## src/rtl/game_pkg.sv

```systemverilog
`default_nettype none
// ============================================================================
// Module      : game_pkg
// Description : Shared screen geometry, coordinate widths and FSM state type
//               for the game-object motion logic.
// Revision    : 1.0 - initial release
// ============================================================================
package game_pkg;

    localparam int SCREEN_W = 640;
    localparam int SCREEN_H = 480;
    localparam int X_W      = 10;
    localparam int Y_W      = 9;
    localparam int STEP_W   = 4;

    typedef enum logic [0:0] {
        IDLE = 1'b0,
        RUN  = 1'b1
    } state_t;

endpackage : game_pkg
`default_nettype wire

```

## src/rtl/axis_bounce.sv

```systemverilog
`default_nettype none
// ============================================================================
// Module      : axis_bounce
// Description : Combinational one-axis position/direction update with wall
//               clamping and bounce detection.
// Revision    : 1.0 - initial release
// ============================================================================
module axis_bounce #(
    parameter int W     = 10,
    parameter int LIMIT = 632,
    parameter int SW    = 4
) (
    input  logic [W-1:0]  pos_i,
    input  logic          dir_i,
    input  logic [SW-1:0] step_i,
    input  logic          tick_i,
    output logic [W-1:0]  pos_o,
    output logic          dir_o,
    output logic          bounce_o
);

    localparam logic [W:0]   c_LIMIT = (W+1)'(LIMIT);
    localparam logic [W-1:0] c_MAX   = W'(LIMIT);

    logic [W:0]   w_sum;
    logic [W-1:0] w_step;

    // One extra bit on the sum so the far-wall comparison never sees a wrap.
    assign w_step = W'(step_i);
    assign w_sum  = {1'b0, pos_i} + {1'b0, w_step};

    always_comb begin
        pos_o    = pos_i;
        dir_o    = dir_i;
        bounce_o = 1'b0;
        if (tick_i) begin
            if (dir_i) begin
                if (w_sum >= c_LIMIT) begin
                    pos_o    = c_MAX;
                    dir_o    = 1'b0;
                    bounce_o = 1'b1;
                end else begin
                    pos_o = w_sum[W-1:0];
                end
            end else begin
                if (pos_i <= w_step) begin
                    pos_o    = '0;
                    dir_o    = 1'b1;
                    bounce_o = 1'b1;
                end else begin
                    pos_o = pos_i - w_step;
                end
            end
        end
    end

endmodule : axis_bounce
`default_nettype wire

```

## src/rtl/ball_motion.sv

```systemverilog
`default_nettype none
// ============================================================================
// Module      : ball_motion
// Description : Per-frame ball motion with edge bounces and serve/pause FSM.
//               Optional macro BALL_SPEEDUP_EN: step grows by one per bounce.
// Revision    : 1.0 - initial release
// ============================================================================
module ball_motion
    import game_pkg::*;
#(
    parameter int BALL_SIZE = 8,
    parameter int STEP      = 2,
    parameter int STEP_MAX  = 6,
    parameter int X_INIT    = 316,
    parameter int Y_INIT    = 236
) (
    input  logic           clk,
    input  logic           reset,
    input  logic           frame_tick,
    input  logic           serve,
    input  logic           enable,
    output logic [X_W-1:0] x0,
    output logic [X_W-1:0] x1,
    output logic [Y_W-1:0] y0,
    output logic [Y_W-1:0] y1,
    output logic           dir_x,
    output logic           dir_y,
    output logic           bounce_x,
    output logic           bounce_y,
    output logic           running
);

    localparam int c_STEP0 = (STEP > STEP_MAX) ? STEP_MAX : STEP;

    state_t           state_q, state_d;
    logic [X_W-1:0]   x0_q, x0_d;
    logic [Y_W-1:0]   y0_q, y0_d;
    logic             dir_x_q, dir_x_d;
    logic             dir_y_q, dir_y_d;
    logic             bounce_x_q, bounce_x_d;
    logic             bounce_y_q, bounce_y_d;
    logic [STEP_W-1:0] step_w;
    logic             move_w;

    always_ff @(posedge clk) begin
        if (reset) state_q <= IDLE;
        else       state_q <= state_d;
    end

    always_comb begin
        state_d = state_q;
        if (state_q == IDLE && serve) state_d = RUN;
    end

    always_comb begin
        running = (state_q == RUN);
    end

    // The serve cycle is still IDLE, so a coincident tick never moves the ball.
    assign move_w = (state_q == RUN) && frame_tick && enable;

    axis_bounce #(.W(X_W), .LIMIT(SCREEN_W - BALL_SIZE), .SW(STEP_W)) u_axis_x (
        .pos_i    (x0_q),
        .dir_i    (dir_x_q),
        .step_i   (step_w),
        .tick_i   (move_w),
        .pos_o    (x0_d),
        .dir_o    (dir_x_d),
        .bounce_o (bounce_x_d)
    );

    axis_bounce #(.W(Y_W), .LIMIT(SCREEN_H - BALL_SIZE), .SW(STEP_W)) u_axis_y (
        .pos_i    (y0_q),
        .dir_i    (dir_y_q),
        .step_i   (step_w),
        .tick_i   (move_w),
        .pos_o    (y0_d),
        .dir_o    (dir_y_d),
        .bounce_o (bounce_y_d)
    );

    always_ff @(posedge clk) begin
        if (reset) begin
            x0_q       <= X_W'(X_INIT);
            y0_q       <= Y_W'(Y_INIT);
            dir_x_q    <= 1'b1;
            dir_y_q    <= 1'b1;
            bounce_x_q <= 1'b0;
            bounce_y_q <= 1'b0;
        end else begin
            x0_q       <= x0_d;
            y0_q       <= y0_d;
            dir_x_q    <= dir_x_d;
            dir_y_q    <= dir_y_d;
            bounce_x_q <= bounce_x_d;
            bounce_y_q <= bounce_y_d;
        end
    end

`ifdef BALL_SPEEDUP_EN
    logic [STEP_W-1:0] step_q, step_d;

    // A corner hit raises both bounce flags but counts as one event.
    always_comb begin
        step_d = step_q;
        if ((bounce_x_d || bounce_y_d) && (step_q < STEP_W'(STEP_MAX)))
            step_d = step_q + 1'b1;
    end

    always_ff @(posedge clk) begin
        if (reset) step_q <= STEP_W'(c_STEP0);
        else       step_q <= step_d;
    end

    assign step_w = step_q;
`else
    assign step_w = STEP_W'(c_STEP0);
`endif

    assign x0       = x0_q;
    assign y0       = y0_q;
    assign x1       = x0_q + X_W'(BALL_SIZE - 1);
    assign y1       = y0_q + Y_W'(BALL_SIZE - 1);
    assign dir_x    = dir_x_q;
    assign dir_y    = dir_y_q;
    assign bounce_x = bounce_x_q;
    assign bounce_y = bounce_y_q;

endmodule : ball_motion
`default_nettype wire

```

## config.mk

```make
export PLATFORM = sky130hd
export DESIGN_NAME = ball_motion
export DESIGN_NICKNAME = d
export VERILOG_FILES = /design/src/rtl/game_pkg.sv /design/src/rtl/axis_bounce.sv /design/src/rtl/ball_motion.sv
export SDC_FILE = /design/constraint.sdc
export NUM_CORES = 1
export LEC_CHECK = 0
export CORE_UTILIZATION = 57
export CTS_BUF_LIST = sky130_fd_sc_hd__clkbuf_4 sky130_fd_sc_hd__clkbuf_8
export DETAILED_ROUTE_END_ITERATION = 12
export GPL_ROUTABILITY_DRIVEN = 0
export PLACE_DENSITY = 0.94
export SYNTH_ARGS = -nofsm -noshare
export SYNTH_HDL_FRONTEND = slang
export SYNTH_HIERARCHICAL = 1
export SYNTH_SLANG_ARGS = --single-unit
```

## constraint.sdc

```tcl
create_clock -name clk -period 3.45 [get_ports clk]
set_input_delay 0.345 -clock clk [delete_from_list [all_inputs] [get_ports clk]]
set_output_delay 0.345 -clock clk [all_outputs]
set_load 0.01 [all_outputs]
```

* After elaboration in Yosys (flattened, before gate mapping)
Cells that the tools add are included.
Word-level totals: flip-flop bits (word level) 24, bits of input ports 5, output and inout port bits 43
Operators by class: add/subtract/negate cells 6, magnitude comparators 4, multiplexer cells 16, bitwise logic cells 2, reductions and logical operators 4
Operator list (number):
- 2-to-1 mux 10 bit | 3
- 2-to-1 mux 9 bit | 3
- adder 10 x 2 -> 11 bit, second input constant | 1
- >= comparator 11 x 10 -> 1 bit, second input constant | 1
- adder 10 x 3 -> 10 bit, second input constant | 1
- adder 9 x 2 -> 10 bit, second input constant | 1
- >= comparator 10 x 9 -> 1 bit, second input constant | 1
- less-or-equal comparator 10 x 2 -> 1 bit, second input constant | 1
- 2-to-1 mux 1 bit | 10
- subtractor 10 x 2 -> 10 bit, second input constant | 1
- adder 9 x 3 -> 9 bit, second input constant | 1
- less-or-equal comparator 9 x 2 -> 1 bit, second input constant | 1
- subtractor 9 x 2 -> 9 bit, second input constant | 1
- logical AND 1 bit | 3
- NOT 1 bit | 2
- OR reduction 2 bit | 1

* Longest topological paths before layout
depth after elaboration 4, gate-level depth with buffers 11

* Modules after synthesis
The synthesis kept the hierarchy.
By module, submodules not included:
- axis_bounce (u_axis_y) | times used 1, cells each 160, area an instance 1088.5 µm², seq. area each 0.0 µm²
- axis_bounce (u_axis_x) | times used 1, cells each 148, area an instance 1018.5 µm², seq. area each 0.0 µm²
- ball_motion | times used 1, cells each 97, area an instance 942.2 µm², seq. area each 480.5 µm²

* Worst setup path after synthesis
Ideal clock, no wire load.
kind register to register, start register x0_q[2], in the netlist x0[2], end register x0_q[8], in the netlist x0[8], data arrival time 2.496 ns, required time 3.327 ns, path slack 0.830 ns, stages on the path, launching flop included 10, buffers on the path 1, period minus slack after synthesis 2.620 ns, cells stage by stage dfxtp_1 ha_1 buf_2 nor2b_1 o31a_1 o211ai_1 a2111oi_2 o21ai_0 a31o_2 or2_2
Between the ends: word-level cells in the longest chain between the ends 4, elaborated cells on any way between the ends 7
RTL lines:
- start: declaration | line ball_motion.sv:36 | logic [X_W-1:0] x0_q, x0_d;
- start signal: assignment | line ball_motion.sv:84 | x0_q <= X_W'(X_INIT);
- adder 10 x 2 -> 11 bit | line axis_bounce.sv:30 | assign w_sum = {1'b0, pos_i} + {1'b0, w_step};
- >= comparator 11 x 10 -> 1 bit | line axis_bounce.sv:38 | if (w_sum >= c_LIMIT) begin
- 2-to-1 mux 10 bit | line axis_bounce.sv:38
- 2-to-1 mux 10 bit (*) | line axis_bounce.sv:37 | if (dir_i) begin
Every way passes the cells marked *; elsewhere a longest branch is shown, timed or not. A chain may end at the register's enable or synchronous reset.

* Final worst setup path
start register x0_q[2], in the netlist x0[2], end register x0_q[0], in the netlist x0[0]
Same word-level chain as after synthesis.

==> impl_metrics.json <==
{
  "status": "completed",
  "post_cts_buffers": 0,
  "powerDensity_nw_per_um2": 228,
  "cpMaxStageDelayCell": "a211oi_1",
  "routed.top_layer": "met4",
  "layout_worst_path_cycle_share_pct": 89.4,
  "diodes": 0,
  "max-cap-violations": 0,
  "fp.dieH_um": 75.1,
  "p_leak_uw": 0.00143,
  "worst_hold_slack_ps": 510,
  "cts.clk_slew.worst_paths_ps": 90,
  "setup_violations": 0,
  "vias": 3347,
  "critPathMaxStageDelay_ps": 610,
  "grt_max_degree": 25,
  "initialDrtViolationCount": 573,
  "track_usage_pct": 31.1,
  "design_area_um2": 3650,
  "rr_startpoint": "x0[2]$_SDFF_PP1_",
  "crit_path_frequent_cell": "nor2b_1",
  "crit_path_end_kind": "flop",
  "hold_viol_final": 0,
  "root_buffer": "clkbuf_8",
  "crit_chain": "ha_1 > nor2b_1 > o31ai_1 > a2111oi_2 > a211oi_1 > o21ai_0 > a22o_1 > nor2b_1",
  "r2r_setup_slack_ps": 360,
  "synth.largest_area_cell": "dfxtp_1",
  "grt_pass1_vias": 2847,
  "final_max_slew_viol_count": 0,
  "cts_htree_levels": 1,
  "synth-edff-count": 0,
  "rsz0062_at_grt": "no",
  "critPathMaxFanout": 9,
  "ir_worst_vdd_mv": 0.136,
  "ioPinCount": 48,
  "ant_nets": 0,
  "yosysWarnings": 6,
  "cts.sinks": 24,
  "ys_async_sr_fraction_pct": 0,
  "drt-total-wl_um": 8530,
  "yosysSeqAreaShare_pct": 15.8,
  "dp_hpwl_um": 6210,
  "port_buffers": 47,
  "cp.required_ps": 3590,
  "clock_latency_ps": 280,
  "finClkSkew_ps": 3.98,
  "antenna_found_initial": 0,
  "post_cts_resized": 0,
  "synth_area_um2": 3050,
  "reg2reg_depth": 8,
  "route.met3.wl_um": 896,
  "holdPathStages": 2,
  "coreArea_um2": 5140,
  "avgRoutedWirePerCell_um": 16.3,
  "die_area_um2": 5650,
  "ys.flop_type": "dfxtp_1",
  "grt_pass1_wl_um": 13600,
  "maxSlewHeadroom_pct": 42.9,
  "syn_avg_cell_area_um2": 7.53,
  "cts_tree": "yes",
  "yosysUniqueCellTypes": 81,
  "nNetsFinal": 480,
  "yosys_register_bits": 24,
  "arrival_ps": 3230,
  "worstSetupStartpointType": "flop",
  "fmax_mhz": 324,
  "hp-start": "running$_SDFFE_PP0P_",
  "n_fill_cell": 420,
  "placement.cell_area_um2": 3580,
  "synth_most_common_cell": "inv_1",
  "initial_core_util_pct": 59.3,
  "setup_slack_ps": 364,
  "r2r-end": "x0[0]$_SDFF_PP0_",
  "syn_to_final_growth_pct": 19.9,
  "vias_per_cell": 6.41,
  "netlist_top_cells_count": "33 x inv_1, 32 x nand2_1, 26 x nor2_1",
  "wl_met2_um": 3850,
  "netlist.area_leader.share_pct": 15.8,
  "critPathKind": "reg -> reg",
  "tns_ps": 0,
  "period_minus_slack_ps": 3090,
  "gr-total-overflow": 0,
  "drc_errors": 0,
  "min_path_type": "reg -> reg",
  "drive_above_1_share_pct": 9.73,
  "ys_top_cells_by_area": "dfxtp_1 16%, ha_1 7.4%, xnor2_1 4.3%",
  "post-place-ws_ps": 532,
  "worst_slew_pin_slew_ps": 854,
  "wl_met1_um": 3490,
  "dieWidth_um": 75.1,
  "hold_buffers": 0,
  "fp-row-count": 26,
  "cts_buffers": 3,
  "min_to": "running$_SDFFE_PP0P_",
  "synth_cells": 405,
  "cts_buffer_depth": 2,
  "dr.pass1.iters": 7
}
worst max-delay path: cells and delay by family (launching register included):
family / cells / cell delay (ps)
AO/OA/AOI/OAI: 5 / 1800
flip-flops: 1 / 390
adder cells (fa/ha/maj): 1 / 490
AND/OR/NAND/NOR: 2 / 260
placed cells by master (no fill, tap or decap), types with 3 or more instances in the layout:
cell | Yosys | routed
nor2b_1 | 17 | 17
xor2_1 | 6 | 6
ha_1 | 18 | 18
o211ai_1 | 5 | 5
a22o_1 | 3 | 3
a211o_1 | 4 | 4
a21oi_1 | 19 | 19
nor3_1 | 11 | 11
nand3_1 | 6 | 6
o2111ai_1 | 4 | 4
conb_1 | 2 | 18
a21o_1 | 7 | 7
and3_1 | 6 | 6
or2_2 | 13 | 13
o31ai_1 | 5 | 5
clkbuf_8 | 0 | 3
nor2_1 | 26 | 26
o21ai_0 | 19 | 19
and4_1 | 3 | 3
nand2b_1 | 10 | 10
a211oi_1 | 6 | 6
o22ai_1 | 5 | 5
xnor2_1 | 15 | 15
nor4_1 | 5 | 5
inv_1 | 33 | 33
clkdlybuf4s50_1 | 0 | 47
nand2_1 | 32 | 32
o21a_1 | 3 | 3
a31oi_1 | 4 | 4
dfxtp_1 | 24 | 24
and2_1 | 3 | 3
nand4_1 | 3 | 3
fa_1 | 4 | 4
per-layer routing:
layer | GRT usage [%] | vias up
li1 | - | 1549
met1 | 43.3 | 1509
met2 | 48.8 | 246
met3 | 5.09 | 43
met4 | 10.7 | 0
met5 | 0 | -
report_power, final:
part           internal [uW]  switching, uW  total (uW)
combinational            122            155         277
sequential               283           16.7         300
clock                    155            101         257
total                    561            273         834
layout make-up:
class                           count  area (um^2)  share of cell area (%)
Clock inverter                      1         30.0                   0.822
Timing Repair Buffer               49          485                    13.3
Tap cell                           70         87.6                    2.40
Clock buffer                        3         41.3                    1.13
Multi-Input combinational cell    341         2400                    65.7
Inverter                           34          130                    3.56
Sequential cell                    24          480                    13.1
how the worst max path moves through the flow:
stage	startpoint	to	slack, ps
finish	x0[2]$_SDFF_PP1_	x0[0]$_SDFF_PP0_	360
global route	x0[2]$_SDFF_PP1_	x0[0]$_SDFF_PP0_	270
CTS	x0[2]$_SDFF_PP1_	x0[8]$_SDFF_PP1_	490
detailed placement	x0[2]$_SDFF_PP1_	dir_x$_SDFF_PP1_	530
floorplan	x0[2]$_SDFF_PP1_	x0[8]$_SDFF_PP1_	830
global placement	x0[2]$_SDFF_PP1_	dir_x$_SDFF_PP1_	600
sequential cells by signal, summed over array words and instances (netlist names):
name      flops
x0           10
y0            9
bounce_x      1
bounce_y      1
dir_x         1
dir_y         1
running       1
cell families after synthesis:
family	Yosys count	synth area share [%]
flops	24	15.8
buf+inv	56	7.51
mux	1	0.369
simple gates	153	28.3
compound gates	126	31.8
xor+xnor	21	6.03
other cells	2	0.246
fa+ha+maj	22	10.0
through the flow:
step | std cells | power (uW) | utilization [%]
2_1_floorplan | 421 | 488 | -
3_3_place_gp | 518 | 562 | 69.7
3_5_place_dp | 518 | 571 | 69.7
4_1_cts | 522 | 826 | 71.1
5_1_grt | 522 | 871 | 71.1
6_report | 522 | 834 | 71.1
No activity file was read; power rests on OpenSTA's default activity.
